==> config.mk <==
export PLATFORM = sky130hd
export DESIGN_NAME = mult_acc_seq
export DESIGN_NICKNAME = d
export VERILOG_FILES = /design/src/rtl/mult_acc_seq.sv
export SDC_FILE = /design/constraint.sdc
export NUM_CORES = 1
export LEC_CHECK = 0
export CORE_MARGIN = 5
export CORE_UTILIZATION = 37
export DETAILED_ROUTE_END_ITERATION = 8
export GPL_ROUTABILITY_DRIVEN = 1
export HOLD_SLACK_MARGIN = 0.03
export SLEW_MARGIN = 20
export SYNTH_ARGS = -nofsm -noshare
export SYNTH_HDL_FRONTEND = slang
export SYNTH_SLANG_ARGS = --single-unit
==> constraint.sdc <==
create_clock -name Clk -period 4 [get_ports Clk]
set_input_delay 1 -clock Clk [delete_from_list [all_inputs] [get_ports Clk]]
set_output_delay 1 -clock Clk [all_outputs]
set_load 0.05 [all_outputs]
==> src/rtl/mult_acc_seq.sv <==
// mult_acc_seq: sequential multiply-accumulate controller wrapped around an
// external 8x8 signed combinational multiplier. Operand pairs arrive over a
// valid/ready handshake, are registered onto the multiplier inputs, and the
// returned product is summed into a saturating signed accumulator.
module mult_acc_seq #(
   parameter int ACC_WIDTH   = 24,
   parameter int COUNT_WIDTH = 8
) (
   input  logic                   Clk,
   input  logic                   Rst_n,
   input  logic                   Start,
   input  logic [COUNT_WIDTH-1:0] Length,
   input  logic                   In_Valid,
   output logic                   In_Ready,
   input  logic [7:0]             In_A,
   input  logic [7:0]             In_B,
   output logic [7:0]             Mult_A,
   output logic [7:0]             Mult_B,
   input  logic [15:0]            Product,
   output logic [ACC_WIDTH-1:0]   Acc_Out,
   output logic                   Acc_Valid,
   output logic                   Overflow,
   output logic                   Busy
);

   typedef enum logic [1:0] {
      S_IDLE    = 2'd0,
      S_WAIT_OP = 2'd1,
      S_MUL     = 2'd2,
      S_DONE    = 2'd3
   } state_t;

   localparam logic [ACC_WIDTH-1:0] ACC_MAX = {1'b0, {(ACC_WIDTH-1){1'b1}}};
   localparam logic [ACC_WIDTH-1:0] ACC_MIN = {1'b1, {(ACC_WIDTH-1){1'b0}}};

   state_t                  r_state;
   logic [COUNT_WIDTH-1:0]  r_cnt;
   logic [7:0]              r_mult_a;
   logic [7:0]              r_mult_b;
   logic [ACC_WIDTH-1:0]    r_acc;
   logic                    r_ovf;

   // One guard bit above the accumulator exposes signed overflow of the add.
   logic signed [ACC_WIDTH:0] w_acc_ext;
   logic signed [ACC_WIDTH:0] w_prod_ext;
   logic signed [ACC_WIDTH:0] w_sum;
   logic                      w_sat_hi;
   logic                      w_sat_lo;

   assign w_acc_ext  = (ACC_WIDTH+1)'($signed(r_acc));
   assign w_prod_ext = (ACC_WIDTH+1)'($signed(Product));
   assign w_sum      = w_acc_ext + w_prod_ext;
   // Guard bit and MSB disagree only when the true sum left the signed range.
   assign w_sat_hi   = (w_sum[ACC_WIDTH] == 1'b0) && (w_sum[ACC_WIDTH-1] == 1'b1);
   assign w_sat_lo   = (w_sum[ACC_WIDTH] == 1'b1) && (w_sum[ACC_WIDTH-1] == 1'b0);

   assign In_Ready  = (r_state == S_WAIT_OP);
   assign Busy      = (r_state != S_IDLE);
   assign Acc_Valid = (r_state == S_DONE);
   assign Mult_A    = r_mult_a;
   assign Mult_B    = r_mult_b;
   assign Acc_Out   = r_acc;
   assign Overflow  = r_ovf;

   // Run sequencing: accept Start, collect pairs, saturating accumulate, report.
   always_ff @(posedge Clk or negedge Rst_n) begin
      if (!Rst_n) begin
         r_state  <= S_IDLE;
         r_cnt    <= '0;
         r_mult_a <= '0;
         r_mult_b <= '0;
         r_acc    <= '0;
         r_ovf    <= 1'b0;
      end else begin
         case (r_state)
            S_IDLE: begin
               if (Start) begin
                  r_acc <= '0;
                  r_ovf <= 1'b0;
                  if (Length != '0) begin
                     r_cnt   <= Length;
                     r_state <= S_WAIT_OP;
                  end else begin
                     r_state <= S_DONE;
                  end
               end
            end
            S_WAIT_OP: begin
               if (In_Valid) begin
                  r_mult_a <= In_A;
                  r_mult_b <= In_B;
                  r_state  <= S_MUL;
               end
            end
            S_MUL: begin
               // Clamp per add; Overflow stays set until the next Start.
               if (w_sat_hi) begin
                  r_acc <= ACC_MAX;
                  r_ovf <= 1'b1;
               end else if (w_sat_lo) begin
                  r_acc <= ACC_MIN;
                  r_ovf <= 1'b1;
               end else begin
                  r_acc <= w_sum[ACC_WIDTH-1:0];
               end
               r_cnt   <= r_cnt - 1'b1;
               r_state <= (r_cnt == COUNT_WIDTH'(1)) ? S_DONE : S_WAIT_OP;
            end
            S_DONE: begin
               r_state <= S_IDLE;
            end
            default: begin
               r_state <= S_IDLE;
            end
         endcase
      end
   end

endmodule

==> run metrics, run 1 <==
Initial Util=0.375; pre-CTS setup slack=-71.1 ps; CP max FO=15; DR iter-0 viols=139; die area=0.0119 mm^2; Worst Path Required=4220 ps; Clk Latency, worst-skew pair=310 ps; Root Buffer=clkbuf_8; die height=109 um; Setup CP Type=in2reg; Pleak=0.00214 uW; gr ovfl total=0; Rows=36; crit path capture type=flip-flop; Async SR Flop Fraction=1.00; crit-path cells=clkdlybuf4s50_1 -> ha_1 -> inv_1 -> fa_1 -> and2b_1 -> o211ai_4 -> a21boi_2 -> a21oi_2 -> a21o_1 -> a22oi_2 -> inv_1 -> ha_1 -> inv_1 -> nand2_1 -> buf_12 -> o21ai_0; Syn Nets=474; top post-synthesis cells by area=dfrtp_1 (35%), ha_1 (9.7%), o21ai_0 (6.4%), a21oi_1 (6.2%), mux2_2 (5.0%); area grow syn2layout=36.8%; vias in the first global route=3444; Final Hold Fails=0; share of the synthesized area in the top cell type=0.353; TritonRoute pass-1 iters=4; Worst setup SP type=input pin; Detailed Route WL=9860 um; GRT Resource Usage Total=0.169; CP peak stage delay=460 ps; worst path arrival time=3940 ps; post-CTS setup buffers=0; core area=0.00964 mm^2; fin util=0.513; cells after synthesis=401; Vias/cell=5.19; post-CTS sizing=0; Max Cap Viol=0; Distinct cells, synth=56; Ys Warns=0; cell count after placement=639; Mean Syn Cell Area=9.02 um^2; Post-synth EDFFs=0; layout cells sized above 1=0.150; global-route wire length before repair=16300 um; initial antenna violation count=0; CTS tree=done; min Tclk post-route=3720 ps; worst setup margin=281 ps; number of I/O pins=88; largest area contributor in the netlist=dfrtp_1; Max-slew headroom=0.358; Die Width=109 um; Peak Freq=269 MHz; Worst Skew=8.91 ps; RSZ-0062 raised after global routing=false; Worst Max-Slew Pin Slew=963 ps; final non-filler cell total=647; RePlAce Congestion=0.872; sequential fraction of the synthesis area=0.353; n_diodes=0; Hold Buf Count CTS=0; H-Tree Depth=2; Tcrit/Tclk final=0.930; IO buf count=87; Antenna Violating Nets Remaining=0; Vias=3360; number of remaining DRC errors=0; Max clock buf depth=2; Setup-failing EPs final=0; peak supply drop=0.470 mV; PwrDens=789 mW/mm^2; hold crit path type=reg2reg; top cells by count, synth=dfrtp_1 (51), o21ai_0 (46), a21oi_1 (45); register bit count reported by yosys=51; Nets=586; final slew viol count=0; TritonCTS Buffers=5; Post-Syn Area=0.00362 mm^2; most frequent CP cell=inv_1; Fillers=934; Worst-path clk slew=110 ps; status=finished, final reports clean; largest net degree at the start of global routing=36; CP max stage cell=clkdlybuf4s50_1; Most used DFF post-synth=dfrtp_1; post-DP HPWL=7780 um; clk sinks=51; top-count cell post-synth=dfrtp_1; wire per inst=15.2 um
cell usage in the layout (no fill, tap or decap), types with 8 or more instances in the layout:
cell / Yosys / layout
mux2_2: 16 / 16
a21o_1: 8 / 8
xnor2_1: 13 / 13
o21ai_0: 46 / 46
dfrtp_1: 51 / 51
ha_1: 28 / 28
nand2_1: 25 / 25
inv_1: 17 / 17
clkdlybuf4s50_1: 0 / 86
buf_4: 1 / 34
o21ai_1: 10 / 10
nor2_1: 29 / 29
xor2_1: 8 / 8
a21oi_1: 45 / 45
final cells by class:
type	count	area, um^2	area share
Clock buffer	5	68.8	0.0139
Clock inverter	3	22.5	0.00455
Multi-Input combinational cell	315	2190	0.442
Inverter	17	63.8	0.0129
Timing Repair Buffer	123	1160	0.235
Sequential cell	51	1280	0.258
Tap cell	133	166	0.0336
power breakdown:
group / leakage [uW] / switching, uW / internal [uW]
combinational: 0.00146 / 1610 / 1080
clock: 0.0000489 / 188 / 127
sequential: 0.000639 / 167 / 737
flip-flops by register name, indices dropped and copies added (netlist names):
signal and flops:
Acc_Out 24, Mult_A 8, Mult_B 8, r_cnt 8, r_state 2, Overflow 1
worst paths after layout:
| kind | from | end | slack, ps | cells after the start |
|---|---|---|---|---|
| min reg2reg | Mult_A[5] | Mult_A[5] | 520 | 1 |
| max in group asynchronous | Rst_n | r_cnt[2] | 2480 | 2 |
| max | Product[0] | Acc_Out[10] | 280 | 16 |
| min | Mult_A[5] | Mult_A[5] | 520 | 1 |
| max reg2reg | Acc_Out[0] | Acc_Out[10] | 1030 | 15 |
| min in group asynchronous | Rst_n | Acc_Out[5] | 770 | 1 |
routing by layer:
layer	vias up	track usage	wire length [um]
met4	0	0.0280	65
met1	1588	0.220	4440
met3	6	0.0568	772
li1	1684	-	-
met5	-	0	0
met2	82	0.277	4570
stage by stage:
stage | setup TNS (ps) | hold slack, ps | total power (uW) | area, um^2
after floorplan | 0 | 471 | 2700 | 3620
after detailed placement | -300 | 496 | 3610 | 4860
after global routing | 0 | 541 | 4200 | 4950
final | 0 | 515 | 3910 | 4950
after CTS | 0 | 519 | 3940 | 4950
after global placement | 0 | 487 | 3590 | 4860
cell families after synthesis:
group	synth area share
AOI/OAI and AO/OA	0.276
and+or+nand+nor	0.126
DFF	0.353
buffers and inverters	0.0429
adders and majority gates	0.102
xor gates and xnor gates	0.0508
muxes	0.0498
worst max-delay path, delay by kind of cell:
kind | cells | cell delay, ps
compound gates | 6 | 950
fa+ha+maj | 3 | 760
buf+inv | 5 | 850
simple gates | 2 | 380
No activity file was read; power rests on OpenSTA's default activity.
==> run 2, diff against run 1 <==
- ABC_AREA: unset -> 1
- RECOVER_POWER: unset -> 50
==> run metrics, run 2 <==
min Tclk post-route=3640 ps (-79.8 ps); vias in the first global route=4269 (+24%); Vias=4167 (+24%); top cells by count, synth=nand2_1 (220), inv_1 (84), dfrtp_1 (51); worst path arrival time=3900 ps (-40 ps); Pleak=0.00280 uW (+31%); max reg flops=24 (unchanged); Worst Path Buf+Inv=4 (-1); Max Cap Viol=1 (+1); Worst Skew=10.4 ps (+1.46 ps); die height=116 um (+6.4%); worst setup margin=361 ps (+79.8 ps); Post-synth EDFFs=0 (unchanged); layout cells sized above 1=0.104 (-0.0460); Die Width=116 um (+6.4%); reg-to-reg slack, setup=1030 ps (about the same); share of the synthesized area in the top cell type=0.308 (-0.0448); Worst-path clk slew=100 ps (about the same); Fillers=1139 (+22%); sequential fraction of the synthesis area=0.308 (-0.0448); top-count cell post-synth=nand2_1; core area=0.0109 mm^2 (+13%); Rows=38 (+5.6%); Setup CP Type=in2reg; Final Hold Fails=0 (unchanged); die area=0.0134 mm^2 (+13%); post-DP HPWL=9260 um (+19%); pre-CTS setup slack=91.4 ps (+162 ps); CP max FO=7 (-8); Max-slew headroom=-0.102 (-0.460); Worst Path Required=4260 ps (+40 ps); Most used DFF post-synth=dfrtp_1; final non-filler cell total=853 (+32%); TritonRoute pass-1 iters=4 (unchanged); post-CTS sizing=0 (unchanged); RePlAce Congestion=0.917 (+5.1%); top post-synthesis cells by area=dfrtp_1 (31%), nand2_1 (20%), ha_1 (8.5%), inv_1 (7.6%), nor2_1 (4.4%); register bit count reported by yosys=51 (unchanged); CTS tree=done; gr ovfl total=0 (unchanged); DR iter-0 viols=205 (+47%); Ys Warns=0 (unchanged); hold path startpoint=r_cnt[6]; area of the multi-input gates=0.00244 mm^2 (+12%); wire per inst=13.6 um (-11%); peak supply drop=0.475 mV (+1.1%); launching point of the worst reg2reg path=Acc_Out[0]; Max clock buf depth=2 (unchanged); Setup-failing EPs final=0 (unchanged); crit path capture type=flip-flop; Hold Buf Count CTS=0 (unchanged); CP delay by family, top=adder cells; n_diodes=0 (unchanged); Antenna Violating Nets Remaining=0 (unchanged); Initial Util=0.381 (+0.00534); number of remaining DRC errors=0 (unchanged); Worst Max-Slew Pin Slew=1650 ps (+690 ps); total power=3820 uW (-2.3%); largest area contributor in the netlist=dfrtp_1; initial antenna violation count=0 (unchanged); status=finished with violations; post-CTS setup buffers=0 (unchanged); hold crit path type=reg2reg; Root Buffer=clkbuf_8; cell count after placement=845 (+32%); TritonCTS Buffers=5 (unchanged); Clk Latency, worst-skew pair=320 ps (about the same); setup TNS=0 ps (unchanged); Critical path origin=Product[0]; Post-Syn Area=0.00414 mm^2 (+15%); crit-path cells=clkdlybuf4s50_1 -> ha_1 -> inv_1 -> fa_1 -> nor2_1 -> nor2_2 -> o21ai_4 -> nand3_1 -> nand3_1 -> nand2_1 -> nand2_2 -> inv_1 -> ha_1 -> buf_4 -> a21oi_1 -> o21ai_0 -> a21oi_1 -> a21o_1; final slew viol count=30 (+30); IO buf count=87 (unchanged); Tcrit/Tclk final=0.910 (-0.0199); H-Tree Depth=2 (unchanged); largest net degree at the start of global routing=30 (-17%); RSZ-0062 raised after global routing=false; CP peak stage delay=460 ps (about the same); area grow syn2layout=27.8%; Distinct cells, synth=36 (-36%); Worst setup SP type=input pin; Nets=785 (+34%); clk sinks=51 (unchanged); Mean Syn Cell Area=6.72 um^2 (-26%); Peak Freq=275 MHz (+2.2%); violated checks=max-capacitance violations, max-slew violations; Async SR Flop Fraction=1.00 (unchanged); commonest non-fill, non-tap cell in the layout=nand2_1; GRT Resource Usage Total=0.180 (+0.0105); cells after synthesis=617 (+54%); Vias/cell=4.89 (-5.9%); PwrDens=721 mW/mm^2 (-8.7%); global-route wire length before repair=19700 um (+21%); Reg area=0.00128 mm^2 (unchanged); Detailed Route WL=11600 um (+17%); Syn Nets=690 (+46%); CP max stage cell=clkdlybuf4s50_1; number of I/O pins=88 (unchanged); most frequent cells in the layout=nand2_1 (222), inv_1 (86), clkdlybuf4s50_1 (84)
run 2: cell count changes after synthesis, moves of 20 or more:
cell	delta
nor2_1	+20
a21oi_1	-20
inv_1	+67
nand2_1	+195
nand3_1	+22
o21ai_0	-21
run 2: logic make-up (layout without fill, tap and decap cells):
group / count (synthesis) / count (layout) / synth area share
adder cells (fa/ha/maj): 29 / 29 / 0.0894
XOR/XNOR: 5 / 5 / 0.0106
AO/OA/AOI/OAI: 71 / 71 / 0.102
AND/OR/NAND/NOR: 337 / 337 / 0.345
flip-flops: 51 / 51 / 0.308
multiplexers: 16 / 16 / 0.0435
buffers and inverters: 108 / 204 / 0.101
run 2: stage by stage:
stage                     area [um^2]  hold slack (ps)   util
final                            5300              514  0.487
after global routing             5300              539  0.487
after CTS                        5310              519  0.487
after detailed placement         5210              492  0.479
after global placement           5210              479  0.479
after floorplan                  4140              459      -
run 2: power by group:
group	total [uW]	switching, uW	internal [uW]
Sequential	865	141	724
Combinational	2620	1710	910
Clock	335	204	130
run 2: path summary, 6_finish.rpt:
kind	to	depth (start not counted)
min in group asynchronous	Acc_Out[14]	1
max reg2reg	Acc_Out[6]	17
max	Acc_Out[6]	18
min reg2reg	r_cnt[6]	2
max in group asynchronous	r_cnt[2]	2
min	r_cnt[6]	2
run 2: routing by layer:
metal | GRT usage | vias to the layer above | share of wire
li1 | - | 2127 | -
met1 | 0.222 | 1900 | 0.44
met2 | 0.310 | 124 | 0.47
met3 | 0.0507 | 16 | 0.073
met4 | 0.0456 | 0 | 0.017
met5 | 0 | - | 0
run 2: layout make-up:
| type | instances | area share |
|---|---|---|
| Multi-Input combinational cell | 458 | 0.461 |
| Inverter | 99 | 0.0701 |
| Clock buffer | 5 | 0.0130 |
| Timing Repair Buffer | 97 | 0.177 |
| Clock inverter | 3 | 0.00520 |
| Tap cell | 140 | 0.0331 |
| Sequential cell | 51 | 0.241 |
run 2: worst register-to-register path, delay by kind of cell, from the launching register on:
family | cells | cell delay [ps]
simple gates | 6 | 600
buf+inv | 3 | 280
fa+ha+maj | 3 | 880
flops | 1 | 430
compound gates | 5 | 710
==> run 3, diff against run 2 <==
- CELL_PAD_IN_SITES_DETAIL_PLACEMENT: unset -> 0
- CELL_PAD_IN_SITES_GLOBAL_PLACEMENT: unset -> 1
- CORE_UTILIZATION: 37 -> 36
- PLACE_DENSITY_LB_ADDON: unset -> 0.1
==> run metrics, run 3 (synthesis gave the netlist of run 2 again) <==
clk sinks=51 (unchanged); H-Tree Depth=2 (unchanged); Worst setup SP type=input pin; setup TNS=0 ps (unchanged); layout cells sized above 1=0.104 (unchanged); PwrDens=740 mW/mm^2 (+2.7%); GRT Resource Usage Total=0.189 (+0.00913); Reg area=0.00128 mm^2 (unchanged); IO buf count=87 (unchanged); CP max FO=9 (+2); Max Cap Viol=1 (unchanged); violated checks=max-capacitance violations, max-slew violations; area of the multi-input gates=0.00244 mm^2 (unchanged); fin util=0.471 (-0.0153); Root Buffer=clkbuf_16; worst path arrival time=3820 ps (-80 ps); Detailed Route WL=12200 um (+5.6%); peak supply drop=0.502 mV (+5.6%); Setup-failing EPs final=0 (unchanged); Max-slew headroom=-0.137 (-0.0352); status=finished with violations; largest net degree at the start of global routing=28 (-6.7%); Initial Util=0.364 (-0.0161); Pleak=0.00283 uW (+0.90%); post-CTS sizing=0 (unchanged); wire per inst=14.3 um (+5.3%); min Tclk post-route=3620 ps (-19.7 ps); vias in the first global route=4239 (-0.70%); Hold Buf Count CTS=0 (unchanged); Vias/cell=4.85 (-0.76%); reg-to-reg slack, setup=1200 ps (+170 ps); max reg flops=24 (unchanged); final slew viol count=28 (-6.7%); Peak Freq=276 MHz (+0.54%); Tcrit/Tclk final=0.905 (-0.00492); CTS tree=done; Clk Latency, worst-skew pair=310 ps (about the same); post-DP HPWL=9700 um (+4.7%); CP max stage cell=clkdlybuf4s50_1; die area=0.0138 mm^2 (+2.5%); Worst Max-Slew Pin Slew=1710 ps (+52.7 ps); RePlAce Congestion=0.848 (-7.5%); hold crit path type=reg2reg; most frequent cells in the layout=nand2_1 (222), inv_1 (86), clkdlybuf4s50_1 (84); Worst-path clk slew=80 ps (-20 ps); Worst Skew=7.79 ps (-2.58 ps); Worst Path Buf+Inv=5 (+1); core area=0.0114 mm^2 (+4.4%); n_diodes=0 (unchanged); Die Width=117 um (+1.3%); Setup CP Type=in2reg; RSZ-0062 raised after global routing=false; crit-path cells=clkdlybuf4s50_1 -> ha_1 -> nand2_1 -> inv_1 -> nand2_1 -> inv_1 -> a21oi_1 -> nand3_2 -> nand2_1 -> nand3_2 -> xor2_1 -> ha_1 -> inv_1 -> buf_4 -> o21ai_1 -> nand2_1 -> nand2_1; gr ovfl total=0 (unchanged); crit path capture type=flip-flop; number of remaining DRC errors=0 (unchanged); CP delay by family, top=buffers and inverters; Max clock buf depth=2 (unchanged); post-CTS setup buffers=0 (unchanged); die height=117 um (+1.3%); global-route wire length before repair=20500 um (+4.0%); number of I/O pins=88 (unchanged); DR iter-0 viols=161 (-21%); most frequent CP cell=nand2_1; Fillers=1220 (+7.1%); Antenna Violating Nets Remaining=0 (unchanged); Worst Path Required=4200 ps (-60 ps); CP peak stage delay=560 ps (+100 ps); Rows=39 (+2.6%); initial antenna violation count=0 (unchanged); commonest non-fill, non-tap cell in the layout=nand2_1; Vias=4150 (-0.41%); Nets=785 (unchanged); TritonCTS Buffers=5 (unchanged); Final Hold Fails=0 (unchanged); area grow syn2layout=29.3%; TritonRoute pass-1 iters=4 (unchanged)
[run 3: where the power goes]
group	total, uW	internal [uW]	switching [uW]
Clock	465	238	227
Combinational	2630	912	1720
Sequential	869	725	144
[run 3: routing by layer]
metal  wire length (um)  vias up  GRT usage  part of all wire
li1                   -     2132          -                 -
met1               5550     1921      0.244              0.45
met2               5840       86      0.320              0.48
met3                653       11     0.0427             0.053
met4                166        0     0.0459             0.014
met5                  0        -          0                 0
[run 3: final cells by class]
| class | count | share of cell area |
|---|---|---|
| clock buffer | 5 | 0.0234 |
| sequential | 51 | 0.238 |
| multi-input combinational | 458 | 0.456 |
| inverter | 99 | 0.0694 |
| tap | 143 | 0.0334 |
| clock inverter | 3 | 0.00514 |
| timing repair buffer | 97 | 0.175 |
[run 3: worst register-to-register path, delay by kind of cell (launching register included)]
kind            cells  cell delay [ps]
compound gates      2              240
xor+xnor            1              160
fa+ha+maj           2              590
buf+inv             3              520
flops               1              410
simple gates        8              780
[run 3: stage by stage]
stage               power [uW]  hold slack, ps  worst slack [ps]  std cells  area, um^2
detailed placement        3540             493              51.0        848        5220
CTS                       4030             510               350        856        5370
finish                    3970             501               380        856        5360
floorplan                 2710             459               690        617        4140
global placement          3510             474              80.1        848        5220
global route              4320             521              81.8        856        5360
[run 3: path summary, 6_finish.rpt]
| check | start | depth (start not counted) | endpoint |
|---|---|---|---|
| setup / recovery | Product[15] | 17 | Acc_Out[14] |
| hold / removal | r_cnt[6] | 2 | r_cnt[6] |
| setup reg to reg | Acc_Out[10] | 16 | Acc_Out[14] |
| hold reg to reg | r_cnt[6] | 2 | r_cnt[6] |
| max in group asynchronous | Rst_n | 2 | r_cnt[5] |
| min in group asynchronous | Rst_n | 1 | Acc_Out[3] |
